## src/rtl/core_pkg.sv

```systemverilog
// Shared core constants and helpers, including the ASCII helpers used by the PC trace port.
package core_pkg;

   localparam int unsigned INST_MEM_ADDR_WIDTH = 12;

   localparam logic [7:0] ASCII_CR = 8'h0D;
   localparam logic [7:0] ASCII_LF = 8'h0A;

   function automatic logic [7:0] hex_to_ascii(logic [3:0] nib);
      if (nib < 4'd10) begin
         return 8'h30 + {4'h0, nib};
      end
      return 8'h37 + {4'h0, nib};
   endfunction

endpackage

```

## src/rtl/uart_tx_byte.sv

```systemverilog
// 8N1 byte serializer: start bit, d0..d7 LSB first, stop bit, each CLKS_PER_BIT cycles long.
module uart_tx_byte #(
   parameter int unsigned CLKS_PER_BIT = 10
) (
   input  logic       clk,
   input  logic       rst_n,
   input  logic [7:0] data_i,
   input  logic       valid_i,
   output logic       ready_o,
   output logic       done_o,
   output logic       tx_o
);
   localparam int unsigned CW = (CLKS_PER_BIT > 1) ? $clog2(CLKS_PER_BIT) : 1;

   if (CLKS_PER_BIT < 2) begin : g_bad_clks_per_bit
      $error("uart_tx_byte: CLKS_PER_BIT must be at least 2");
   end

   logic          r_busy;
   logic [CW-1:0] r_clk_cnt;
   logic [3:0]    r_bit_cnt;
   logic [8:0]    r_shift;
   logic          r_tx;
   logic          r_done;
   logic          w_bit_end;

   assign w_bit_end = (r_clk_cnt == CW'(CLKS_PER_BIT - 1));
   assign ready_o   = !r_busy;
   assign done_o    = r_done;
   assign tx_o      = r_tx;

   // r_bit_cnt: 0 = start, 1..8 = data, 9 = stop
   always_ff @(posedge clk or negedge rst_n) begin
      if (!rst_n) begin
         r_busy    <= 1'b0;
         r_clk_cnt <= '0;
         r_bit_cnt <= '0;
         r_shift   <= '1;
         r_tx      <= 1'b1;
         r_done    <= 1'b0;
      end else begin
         r_done <= 1'b0;
         if (!r_busy) begin
            if (valid_i) begin
               r_busy    <= 1'b1;
               r_tx      <= 1'b0;
               r_shift   <= {1'b1, data_i};
               r_clk_cnt <= '0;
               r_bit_cnt <= '0;
            end
         end else if (w_bit_end) begin
            r_clk_cnt <= '0;
            if (r_bit_cnt == 4'd9) begin
               r_busy <= 1'b0;
               r_done <= 1'b1;
            end else begin
               r_bit_cnt <= r_bit_cnt + 4'd1;
               r_tx      <= r_shift[0];
               r_shift   <= {1'b1, r_shift[8:1]};
            end
         end else begin
            r_clk_cnt <= r_clk_cnt + CW'(1);
         end
      end
   end

endmodule

```

## src/rtl/pc_trace_uart.sv

```systemverilog
// Streams every new PC value out of a UART pin as uppercase hex plus CR LF, one line per value.
module pc_trace_uart
   import core_pkg::*;
#(
   parameter int unsigned ADDR_WIDTH  = INST_MEM_ADDR_WIDTH,
   parameter int unsigned CLK_FREQ_HZ = 125_000_000,
   parameter int unsigned BAUD_RATE   = 115_200,
   parameter int unsigned FIFO_DEPTH  = 8
) (
   input  logic                  clk,
   input  logic                  rst_n,
   input  logic                  en_i,
   input  logic [ADDR_WIDTH-1:0] pc_i,
   output logic                  tx_o,
   output logic                  busy_o,
   output logic                  overflow_o
);
   localparam int unsigned CLKS_PER_BIT = CLK_FREQ_HZ / BAUD_RATE;
   localparam int unsigned NDIG         = (ADDR_WIDTH + 3) / 4;
   localparam int unsigned NCHAR        = NDIG + 2;
   localparam int unsigned PW           = (FIFO_DEPTH > 1) ? $clog2(FIFO_DEPTH) : 1;
   localparam int unsigned CNTW         = PW + 1;
   localparam int unsigned IW           = $clog2(NCHAR);
   localparam logic [IW-1:0]   LAST_IDX = IW'(NCHAR - 1);
   localparam logic [IW-1:0]   CR_IDX   = IW'(NDIG);
   localparam logic [CNTW-1:0] FULL_CNT = CNTW'(FIFO_DEPTH);

   if ((FIFO_DEPTH < 2) || ((FIFO_DEPTH & (FIFO_DEPTH - 1)) != 0)) begin : g_bad_fifo_depth
      $error("pc_trace_uart: FIFO_DEPTH must be a power of two and at least 2");
   end

   typedef enum logic [1:0] {IDLE, SEND, WAIT} trace_state_e;

   logic [ADDR_WIDTH-1:0] r_fifo [FIFO_DEPTH];
   logic [PW-1:0]         r_wr_ptr;
   logic [PW-1:0]         r_rd_ptr;
   logic [CNTW-1:0]       r_count;
   logic [ADDR_WIDTH-1:0] r_last_pc;
   logic                  r_overflow;
   logic                  r_busy;
   trace_state_e          r_state;
   logic [ADDR_WIDTH-1:0] r_line_pc;
   logic [IW-1:0]         r_idx;
   logic                  r_valid;

   logic                  w_push_try;
   logic                  w_push;
   logic                  w_pop;
   logic                  w_full;
   logic                  w_empty;
   logic                  w_ready;
   logic                  w_done;
   logic [CNTW-1:0]       w_count_nxt;
   logic [NDIG*4-1:0]     w_pc_pad;
   logic [3:0]            w_nibble;
   logic [7:0]            w_char;

   assign w_push_try = en_i && (pc_i != r_last_pc);
   assign w_full     = (r_count == FULL_CNT);
   assign w_empty    = (r_count == '0);
   // Popping straight out of WAIT on the last char keeps the inter-line gap at two cycles.
   assign w_pop      = !w_empty && ((r_state == IDLE) ||
                                    ((r_state == WAIT) && w_done && (r_idx == LAST_IDX)));
   assign w_push     = w_push_try && (!w_full || w_pop);

   always_comb begin
      w_count_nxt = r_count;
      if (w_push && !w_pop) begin
         w_count_nxt = r_count + CNTW'(1);
      end else if (!w_push && w_pop) begin
         w_count_nxt = r_count - CNTW'(1);
      end
   end

   always_ff @(posedge clk or negedge rst_n) begin
      if (!rst_n) begin
         r_wr_ptr   <= '0;
         r_rd_ptr   <= '0;
         r_count    <= '0;
         r_last_pc  <= '1;
         r_overflow <= 1'b0;
      end else begin
         if (w_push_try) r_last_pc <= pc_i;
         if (w_push)     r_wr_ptr  <= r_wr_ptr + PW'(1);
         if (w_pop)      r_rd_ptr  <= r_rd_ptr + PW'(1);
         r_count <= w_count_nxt;
         if (w_push_try && !w_push) r_overflow <= 1'b1;
      end
   end

   always_ff @(posedge clk) begin
      if (w_push) r_fifo[r_wr_ptr] <= pc_i;
   end

   always_comb begin
      w_pc_pad = '0;
      w_pc_pad[ADDR_WIDTH-1:0] = r_line_pc;
      w_nibble = '0;
      for (int unsigned i = 0; i < NDIG; i++) begin
         if (r_idx == IW'(i)) w_nibble = w_pc_pad[(NDIG-1-i)*4 +: 4];
      end
      if (r_idx == CR_IDX) begin
         w_char = ASCII_CR;
      end else if (r_idx == LAST_IDX) begin
         w_char = ASCII_LF;
      end else begin
         w_char = hex_to_ascii(w_nibble);
      end
   end

   always_ff @(posedge clk or negedge rst_n) begin
      if (!rst_n) begin
         r_state   <= IDLE;
         r_line_pc <= '0;
         r_idx     <= '0;
         r_valid   <= 1'b0;
         r_busy    <= 1'b0;
      end else begin
         r_busy <= (w_count_nxt != '0) || (r_state != IDLE);
         unique case (r_state)
            IDLE: begin
               if (w_pop) begin
                  r_line_pc <= r_fifo[r_rd_ptr];
                  r_idx     <= '0;
                  r_valid   <= 1'b1;
                  r_state   <= SEND;
                  r_busy    <= 1'b1;
               end
            end
            SEND: begin
               if (w_ready) begin
                  r_valid <= 1'b0;
                  r_state <= WAIT;
               end
            end
            WAIT: begin
               if (w_done) begin
                  if (r_idx != LAST_IDX) begin
                     r_idx   <= r_idx + IW'(1);
                     r_valid <= 1'b1;
                     r_state <= SEND;
                  end else if (w_pop) begin
                     r_line_pc <= r_fifo[r_rd_ptr];
                     r_idx     <= '0;
                     r_valid   <= 1'b1;
                     r_state   <= SEND;
                  end else begin
                     r_state <= IDLE;
                     r_busy  <= (w_count_nxt != '0);
                  end
               end
            end
            default: r_state <= IDLE;
         endcase
      end
   end

   uart_tx_byte #(
      .CLKS_PER_BIT(CLKS_PER_BIT)
   ) u_tx (
      .clk    (clk),
      .rst_n  (rst_n),
      .data_i (w_char),
      .valid_i(r_valid),
      .ready_o(w_ready),
      .done_o (w_done),
      .tx_o   (tx_o)
   );

   assign busy_o     = r_busy;
   assign overflow_o = r_overflow;

endmodule

```

## config.mk

```make
export PLATFORM = sky130hd
export DESIGN_NAME = pc_trace_uart
export DESIGN_NICKNAME = d
export VERILOG_FILES = /design/src/rtl/core_pkg.sv /design/src/rtl/uart_tx_byte.sv /design/src/rtl/pc_trace_uart.sv
export SDC_FILE = /design/constraint.sdc
export NUM_CORES = 1
export LEC_CHECK = 0
export BUFFER_PORTS_ARGS = -buffer_cell sky130_fd_sc_hd__buf_4
export CAP_MARGIN = 30
export CORE_AREA = 2 2 127 105
export CTS_CLUSTER_SIZE = 24
export DETAILED_ROUTE_END_ITERATION = 8
export DIE_AREA = 0 0 129 107
export PLACE_DENSITY = 0.8
export REMOVE_ABC_BUFFERS = 1
export SYNTH_ARGS = -nofsm -noshare
export SYNTH_HDL_FRONTEND = slang
export SYNTH_SLANG_ARGS = --single-unit
```

## constraint.sdc

```tcl
create_clock -name clk -period 3.2 [get_ports clk]
set_input_delay 0.16 -clock clk [delete_from_list [all_inputs] [get_ports clk]]
set_output_delay 0.16 -clock clk [all_outputs]
set_load 0.005 [all_outputs]
```

# --- Word level (Yosys, flattened, before mapping) ---
# Memory sizes are Yosys's and may differ from the RTL's.
# Index checks and enable logic that the tools add are counted.
op_classes:
  n_reduce_logical: 28
  n_div: 0
  bitwise_logic: 0
  shift: 0
  order_cmp: 1
  n_eq_ne: 17
  mul: 0
  muxes: 60
  add_sub_neg: 9
op_table:
  columns: ["op", "count"]
  rows:
  - ["$mux W12", 3]
  - ["$mux W4", 9]
  - ["$mux W9", 4]
  - ["$mux W11", 3]
  - ["$mux W8", 4]
  - ["$mux W1", 26]
  - ["$pmux W12 S2", 1]
  - ["$add A6 B4 Y7 const A", 2]
  - ["$ne A12 B12 Y1", 1]
  - ["$reduce_and A3 Y1", 4]
  - ["$add A11 B1 Y11 const B", 1]
  - ["$eq A11 B11 Y1 const B", 1]
  - ["$ne A2 B2 Y1 const B", 5]
  - ["$add A3 B1 Y3 const B", 3]
  - ["$mux W3", 3]
  - ["$add A4 B1 Y4 const B", 2]
  - ["$eq A4 B4 Y1 const B", 2]
  - ["$logic_and A1 B1 Y1", 8]
  - ["$eq A3 B2 Y1 const B", 2]
  - ["$mux W2", 3]
  - ["$pmux W2 S3", 1]
  - ["$pmux W3 S2", 1]
  - ["$reduce_bool A2 Y1", 3]
  - ["$logic_not A1 Y1", 4]
  - ["17 further kinds", 19]
word_totals:
  latchBits: 0
  elab_cells: 132
  ram_bits: 96
  reg_bits: 69
  rom_bits: 0
  output_inout_bits: 3
  mem_count: 1
  in_bits: 15
mem_list:
  columns: ["name", "words", "word_bits", "rd", "rd_ports_with_merged_regs", "write_ports", "line", "text"]
  rows:
  - ["r_fifo", 8, 12, 1, 0, 1, "pc_trace_uart.sv:34", "logic [ADDR_WIDTH-1:0] r_fifo [FIFO_DEPTH];"]

# --- Depth between registers and ports, before layout ---
# Gate-level depths: netlist of the first run.
logic_depth:
  ltp_word: 17
  depth_mapped: 11
  mapped_depth_nobuf: 10

# --- Hierarchy ---
# From an unflattened synthesis of the first run, not the netlist that was laid out.
hier_totals:
  hier_cells: 539
  hier_area_um2: 7539.7
modules_own_cells:
  columns: ["mod", "seq_area_each_um2", "instances", "cells_per_inst", "area_each_um2"]
  rows:
  - ["pc_trace_uart", 3948.8, 1, 407, 6164.7]
  - ["uart_tx_byte", 661.9, 1, 132, 1375.1]

# --- Worst setup path before layout of the first run ---
# Ideal clock, no wire load.
synth_timing:
  path_kind: "register to register"
  start: "register r_idx[0]"
  end: "memory r_fifo[0][0] in the netlist's numbering (enable)"
  setup_ps: 396
  arrival_time_ps: 2413
  t_required_ps: 2804
  stages_incl_launch_ff: 9
  slack_ps: 391
  path_buffers: 1
  period_less_slack_ps: 2809
  cell_sequence: "dfrtp_1 inv_1 ha_1 buf_2 a41oi_4 nand4b_1 nor2b_1 nand2b_1 nor3_1"
synth_between:
  elab_chain_len: 8
synth_lines:
  columns: ["item", "line", "text"]
  rows:
  - ["start: declaration", "pc_trace_uart.sv:43", "logic [IW-1:0] r_idx;"]
  - ["start signal: assignment", "pc_trace_uart.sv:139", "r_idx <= r_idx + IW'(1);"]
  - ["$eq A3 B3 Y1", "pc_trace_uart.sv:63", "((r_state == WAIT) && w_done && (r_idx == LAST_IDX)));"]
  - ["$logic_and A1 B1 Y1", "pc_trace_uart.sv:63", null]
  - ["$logic_or A1 B1 Y1", "pc_trace_uart.sv:62", "assign w_pop = !w_empty && ((r_state == IDLE) ||"]
  - ["$logic_and A1 B1 Y1", "pc_trace_uart.sv:62", null]
  - ["$logic_or A1 B1 Y1", "pc_trace_uart.sv:64", "assign w_push = w_push_try && (!w_full || w_pop);"]
  - ["$logic_and A1 B1 Y1", "pc_trace_uart.sv:64", null]
  - ["$mux W1", "pc_trace_uart.sv:92", "if (w_push) r_fifo[r_wr_ptr] <= pc_i;"]
  - ["$mux W1 (not written as such)", "pc_trace_uart.sv:92", null]
  - ["end: declaration", "pc_trace_uart.sv:34", null]
# No other way between the ends.

# --- Worst setup path after layout of the first run ---
layout_timing:
  start: "register r_idx[0]"
  end: "memory r_fifo[7][0] in the netlist's numbering (enable)"
# The elaborated chain is that of the path after synthesis.

==> results.sh, run 1 <==
export IMPL_cts_resized=0
export IMPL_fin_worst_skew_ns=0.00710
export IMPL_cts_path_max_buffers=2
export IMPL_synth_ff_latch_count=164
export IMPL_synth_distinct_cells=49
export IMPL_dr_pass1_iters=6
export IMPL_insertion_delay_ns=0.42
export IMPL_ant_nets=0
export IMPL_drv_slew=0
export IMPL_fin_area_um2=8270
export IMPL_cts_buffers=17
export IMPL_post_cts_setup_buffers=0
export IMPL_status="finished, final reports clean"
export IMPL_drive_gt1_frac=0.242
export IMPL_finalCriticalPeriod_ns=2.71
export IMPL_cts_sinks=164
export IMPL_startpoint_type="flip-flop"
export IMPL_clk_pin_slew_worst_paths_ns=0.06
export IMPL_fin_nets=569
export IMPL_fin_crit_sh=0.848
export IMPL_syn_area_um2=7250
export IMPL_max_freq_mhz=369
export IMPL_worstMarginPinSlew_ns=0.868
export IMPL_cp_max_fo=12
export IMPL_setup_viol=0
export IMPL_vias_per_cell=5.81
export IMPL_wire_per_inst_um=19.0
export IMPL_cp_data_arrival_time_ns=2.83
export IMPL_avgSynthCellArea_um2=14.4
export IMPL_endpoint_kind="flip-flop"
export IMPL_first_iter_violations=419
export IMPL_leakage_nw=3.05
export IMPL_hp_class="in2reg"
export IMPL_drc=0
export IMPL_rows=37
export IMPL_slew_headroom=0.421
export IMPL_grt_pass1_wl_um=22300
export IMPL_yosysSeqAreaShare=0.636
export IMPL_num_fill_cells=842
export IMPL_final_cell_mix="96 x edfxtp_1, 47 x dfrtp_1, 33 x nand2_1"
export IMPL_synthFlopType="edfxtp_1"
export IMPL_dpl_cell_area_um2=7610
export IMPL_powerDensity_nw_per_um2=636
export IMPL_crit_required_ns=3.32
export IMPL_finalHoldViolCount=0
export IMPL_portBuffers=17
export IMPL_synth_edf_count=96
export IMPL_gp_congestion=0.806
export IMPL_rsz0062_at_grt="false"
export IMPL_grt_use_total=0.221
export IMPL_synthCells=502
export IMPL_synthArstFlopShare=0.415
export IMPL_tns_ns=0
export IMPL_vias=4206
export IMPL_antenna_found_initial=0
export IMPL_grt_ovfl_total=0
export IMPL_yosys_warnings=0
export IMPL_grt_max_degree=69
export IMPL_htree_num_levels=4
export IMPL_coreArea_um2=12500
export IMPL_cts_tree="done"
export IMPL_cts_root_buf="clkbuf_16"
export IMPL_die_x_um=129
export IMPL_initial_core_util=0.578
export IMPL_ir_drop_mv=0.632
export IMPL_final_common_cell="edfxtp_1"
export IMPL_dp_hpwl_um=9120
export IMPL_fp_dieH_um=107
export IMPL_diodes=0
export IMPL_timing_max_cap_violations=0
export IMPL_hold_buffers=5
export IMPL_wl_um=13700
export IMPL_die_area_um2=13800
export IMPL_path_class="reg2reg"
export IMPL_syn_to_final_growth_pct=14.1
export IMPL_io_pins=18
export IMPL_grt_pass1_vias=4240
per-layer routing:
metal  vias to the layer above  routed length [um]  global-route usage
met3                        13                 577              0.0569
met1                      2153                6520               0.321
met4                         0                 181              0.0769
met2                       105                6450               0.328
li1                       1935                   -                   -
met5                         -                   0                   0
layout make-up:
class	count	area (um^2)	share of cell area
clock buffer	19	454	0.0549
clock inverter	13	149	0.0180
inverter	15	56.3	0.00681
multi-input combinational	304	2510	0.304
sequential	164	4610	0.558
tap	175	219	0.0265
timing repair buffer	34	268	0.0324
critical path: stages (launching register included):
cell	delay, ns
dfrtp_1	0.43
inv_1	0.14
ha_1	0.38
a41oi_4	0.24
nand4b_1	0.19
nor2b_1	0.41
nand2_1	0.21
nor2_1	0.16
buf_4	0.24
per-stage QoR:
step | util | std cells | hold slack, ns | setup slack [ns] | power [W]
after detailed placement | 0.607 | 687 | 0.324 | 0.592 | 0.00326
after CTS | 0.659 | 724 | 0.00517 | 0.543 | 0.00529
after global placement | 0.607 | 687 | 0.315 | 0.736 | 0.00320
after floorplan | - | 483 | -0.136 | 0.331 | 0.00299
final | 0.659 | 724 | 0.0220 | 0.487 | 0.00526
after global routing | 0.659 | 724 | 0.00144 | 0.378 | 0.00545
cell usage after synthesis (2+ instances only):
library cell / n / area, um^2
edfxtp_1: 96 / 2880
dfrtp_1: 47 / 1180
nand2_1: 33 / 124
nor2_1: 32 / 120
o21ai_0: 27 / 135
mux4_2: 24 / 541
a21oi_1: 21 / 105
dfstp_2: 21 / 552
ha_1: 18 / 225
mux2i_1: 18 / 180
mux2_2: 16 / 180
inv_1: 15 / 56.3
xnor2_1: 15 / 131
clkbuf_1: 12 / 45.0
nand2b_1: 11 / 68.8
nand3_1: 9 / 45.0
nor2b_1: 9 / 56.3
xor2_1: 8 / 70.1
and3_1: 7 / 43.8
buf_2: 6 / 30.0
nand4_1: 6 / 37.5
nand3b_1: 5 / 37.5
nor3_1: 5 / 25.0
a22oi_1: 4 / 30.0
o31ai_1: 4 / 30.0
a311oi_1: 3 / 26.3
a21o_2: 2 / 17.5
a22o_1: 2 / 17.5
a32o_1: 2 / 20.0
nand4b_1: 2 / 17.5
o21bai_1: 2 / 15.0
o31ai_4: 2 / 42.5
or3_1: 2 / 12.5
flip-flops by register name, indices dropped and copies added (netlist names), 2 cells and up:
signal          cells
u_tx.r_clk_cnt     11
r_idx               3
u_tx.r_shift        8
r_fifo             96
r_last_pc          12
r_rd_ptr            3
u_tx.r_bit_cnt      4
r_line_pc          12
r_count             4
r_wr_ptr            3
r_state             2
where the power goes:
group	internal (W)	switching, W
clock network	0.00120	0.000830
registers	0.00252	0.000132
logic	0.000253	0.000317
cell families (layout without fill, tap and decap cells):
kind of cell             Yosys count  in the layout  share of synthesized area
flip-flops                       164            164                      0.636
AND/OR/NAND/NOR                  129            129                     0.0896
AO/OA/AOI/OAI                     75             75                     0.0703
multiplexers                      59             59                      0.126
buffers and inverters             34             81                     0.0186
XOR/XNOR                          23             23                     0.0278
adder cells (fa/ha/maj)           18             18                     0.0311
final timing paths:
path | to | cells past startpoint | from | slack [ns]
min | r_fifo[2][4] | 1 | pc_i[4] | 0.02
max reg2reg | r_fifo[7][0] | 8 | r_idx[0] | 0.49
min reg2reg | u_tx.r_shift[1] | 2 | u_tx.r_shift[2] | 0.46
max | r_fifo[7][0] | 8 | r_idx[0] | 0.49
min in group asynchronous | r_line_pc[0] | 2 | rst_n | 0.38
max in group asynchronous | r_count[3] | 2 | rst_n | 2.23
Note: power is estimated with default switching activity, not from simulation.
==> inputs of run 2 (changes only) <==
==> constraint.sdc (replaced) <==
create_clock -name clk -period 2.7 [get_ports clk]
set_input_delay 0.135 -clock clk [delete_from_list [all_inputs] [get_ports clk]]
set_output_delay 0.135 -clock clk [all_outputs]
set_load 0.005 [all_outputs]
==> results.sh, run 2 (synthesis gave the netlist of run 1 again) <==
export IMPL_htree_num_levels=4
export IMPL_wl_met2_um=7280
export IMPL_drv_slew=0
export IMPL_worstMarginPinSlew_ns=0.854
export IMPL_diodes=0
export IMPL_finalCriticalPeriod_ns=2.50
export IMPL_dp_hpwl_um=9650
export IMPL_cp_max_fo=6
export IMPL_p_sw_w=0.00168
export IMPL_path_class="reg2reg"
export IMPL_grt_max_degree=69
export IMPL_grt_pass1_wl_um=24000
export IMPL_endpoint_kind="flip-flop"
export IMPL_fin_worst_skew_ns=0.0109
export IMPL_initial_core_util=0.578
export IMPL_p_seq_frac=0.507
export IMPL_cts_tree="done"
export IMPL_syn_to_final_growth_pct=15.6
export IMPL_crit_required_ns=3.07
export IMPL_largest_register="r_fifo"
export IMPL_final_cell_mix="96 x edfxtp_1, 47 x dfrtp_1, 34 x buf_4"
export IMPL_m1WireLength_um=6270
export IMPL_drc=0
export IMPL_cts_root_buf="clkbuf_16"
export IMPL_io_pins=18
export IMPL_cts_path_max_buffers=2
export IMPL_insertion_delay_ns=0.44
export IMPL_ir_drop_mv=0.562
export IMPL_gp_congestion=0.824
export IMPL_timing_max_cap_violations=0
export IMPL_setup_viol=0
export IMPL_dr_wl_met3_um=1010
export IMPL_dr_pass1_iters=6
export IMPL_grt_use_total=0.237
export IMPL_top_regs="r_fifo (96), r_last_pc (12), r_line_pc (12)"
export IMPL_grt_pass1_vias=4497
export IMPL_slew_headroom=0.431
export IMPL_dp_cells=692
export IMPL_final_core_util=0.668
export IMPL_clk_pin_slew_worst_paths_ns=0.07
export IMPL_die_x_um=129
export IMPL_vias=4381
export IMPL_powerDensity_nw_per_um2=741
export IMPL_first_iter_violations=540
export IMPL_stdcell_count=737
export IMPL_antenna_found_initial=0
export IMPL_fin_crit_sh=0.925
export IMPL_rows=37
export IMPL_coreArea_um2=12500
export IMPL_cp_data_arrival_time_ns=2.87
export IMPL_grt_ovfl_total=0
export IMPL_finalHoldViolCount=0
export IMPL_status="finished, final reports clean"
export IMPL_wire_per_inst_um=20.1
export IMPL_cts_sinks=164
export IMPL_fp_dieH_um=107
export IMPL_vias_per_cell=5.94
export IMPL_portBuffers=17
export IMPL_leakage_nw=3.11
export IMPL_fin_nets=582
export IMPL_drive_gt1_frac=0.253
export IMPL_cts_buffers=17
export IMPL_ant_nets=0
export IMPL_switching_share=0.270
export IMPL_die_area_um2=13800
export IMPL_startpoint_type="flip-flop"
export IMPL_combPwrFrac=0.113
export IMPL_post_cts_setup_buffers=0
export IMPL_maxUsedRoutingLayer="met4"
export IMPL_max_freq_mhz=401
export IMPL_rsz0062_at_grt="false"
export IMPL_clkPwrFrac=0.380
export IMPL_largest_reg_flops=96
export IMPL_p_int_w=0.00453
export IMPL_wl_um=14800
export IMPL_hp_class="in2reg"
export IMPL_final_common_cell="edfxtp_1"
[run 2: changes by cell type in the layout (fill, tap and decap cells not counted), sizes merged]
cell         before  now
clkinvlp          3    1
buf              29   34
inv              18   24
bufinv            2    0
clkbuf           19   17
dlygate4sd3       5   13
[run 2: layout make-up]
type	count	area, um^2
multi-input combinational	304	2520
sequential	164	4610
clock inverter	15	159
tap	175	219
inverter	15	56.3
clock buffer	17	425
fill	832	4170
timing repair buffer	47	385
[run 2: power by group through the flow]
stage	clock network (W)	logic, W	registers (W)
after CTS	0.00238	0.000702	0.00314
final	0.00236	0.000702	0.00315
after detailed placement	0	0.000676	0.00319
after floorplan	0	0.000418	0.00313
after global routing	0.00248	0.000765	0.00317
after global placement	0	0.000631	0.00316
[run 2: worst paths after layout]
| path | startpoint | end | slack [ns] | cells after the start |
|---|---|---|---|---|
| setup / recovery | r_idx[0] | u_tx.r_shift[1] | 0.20 | 11 |
| hold / removal | en_i | r_last_pc[4] | 0.09 | 2 |
| setup reg to reg | r_idx[0] | u_tx.r_shift[1] | 0.20 | 11 |
| hold reg to reg | u_tx.r_shift[7] | u_tx.r_shift[7] | 0.47 | 2 |
| max in group asynchronous | rst_n | overflow_o | 1.79 | 2 |
| min in group asynchronous | rst_n | r_line_pc[1] | 0.34 | 2 |
[run 2: through the flow]
step                      setup TNS (ns)  area [um^2]  hold WS (ns)  total power, W  setup slack, ns
after CTS                              0         8370        0.0788         0.00623            0.121
final                                  0         8380        0.0855         0.00621            0.203
after global routing                   0         8380        0.0868         0.00641           0.0302
after global placement                 0         7650         0.290         0.00379            0.376
after detailed placement               0         7650         0.296         0.00386            0.150
after floorplan                    -4.05         7170        -0.161         0.00355           -0.169
[run 2: repair_timing]
item | CTS | global route
hold endpoints to repair | 143 | 0
hold buffers | 13 | 0
endpoints found under the setup margin | 0 | 7
resized for setup | 0 | 3
[run 2: worst max-delay path, cell delays in order, from the launching register on]
cell      delay (ns)
dfrtp_1         0.42
inv_1           0.15
ha_2            0.24
buf_4           0.16
nand3b_1        0.11
a311oi_2        0.37
inv_1           0.13
ha_1            0.33
and2_1          0.14
o21ai_0         0.19
a22oi_1         0.10
nand2_1         0.10
[run 2: metal layers]
layer	vias to the layer above	global-route usage
met1	2214	0.326
li1	1974	-
met3	20	0.0584
met2	173	0.376
met4	0	0.0776
met5	-	0
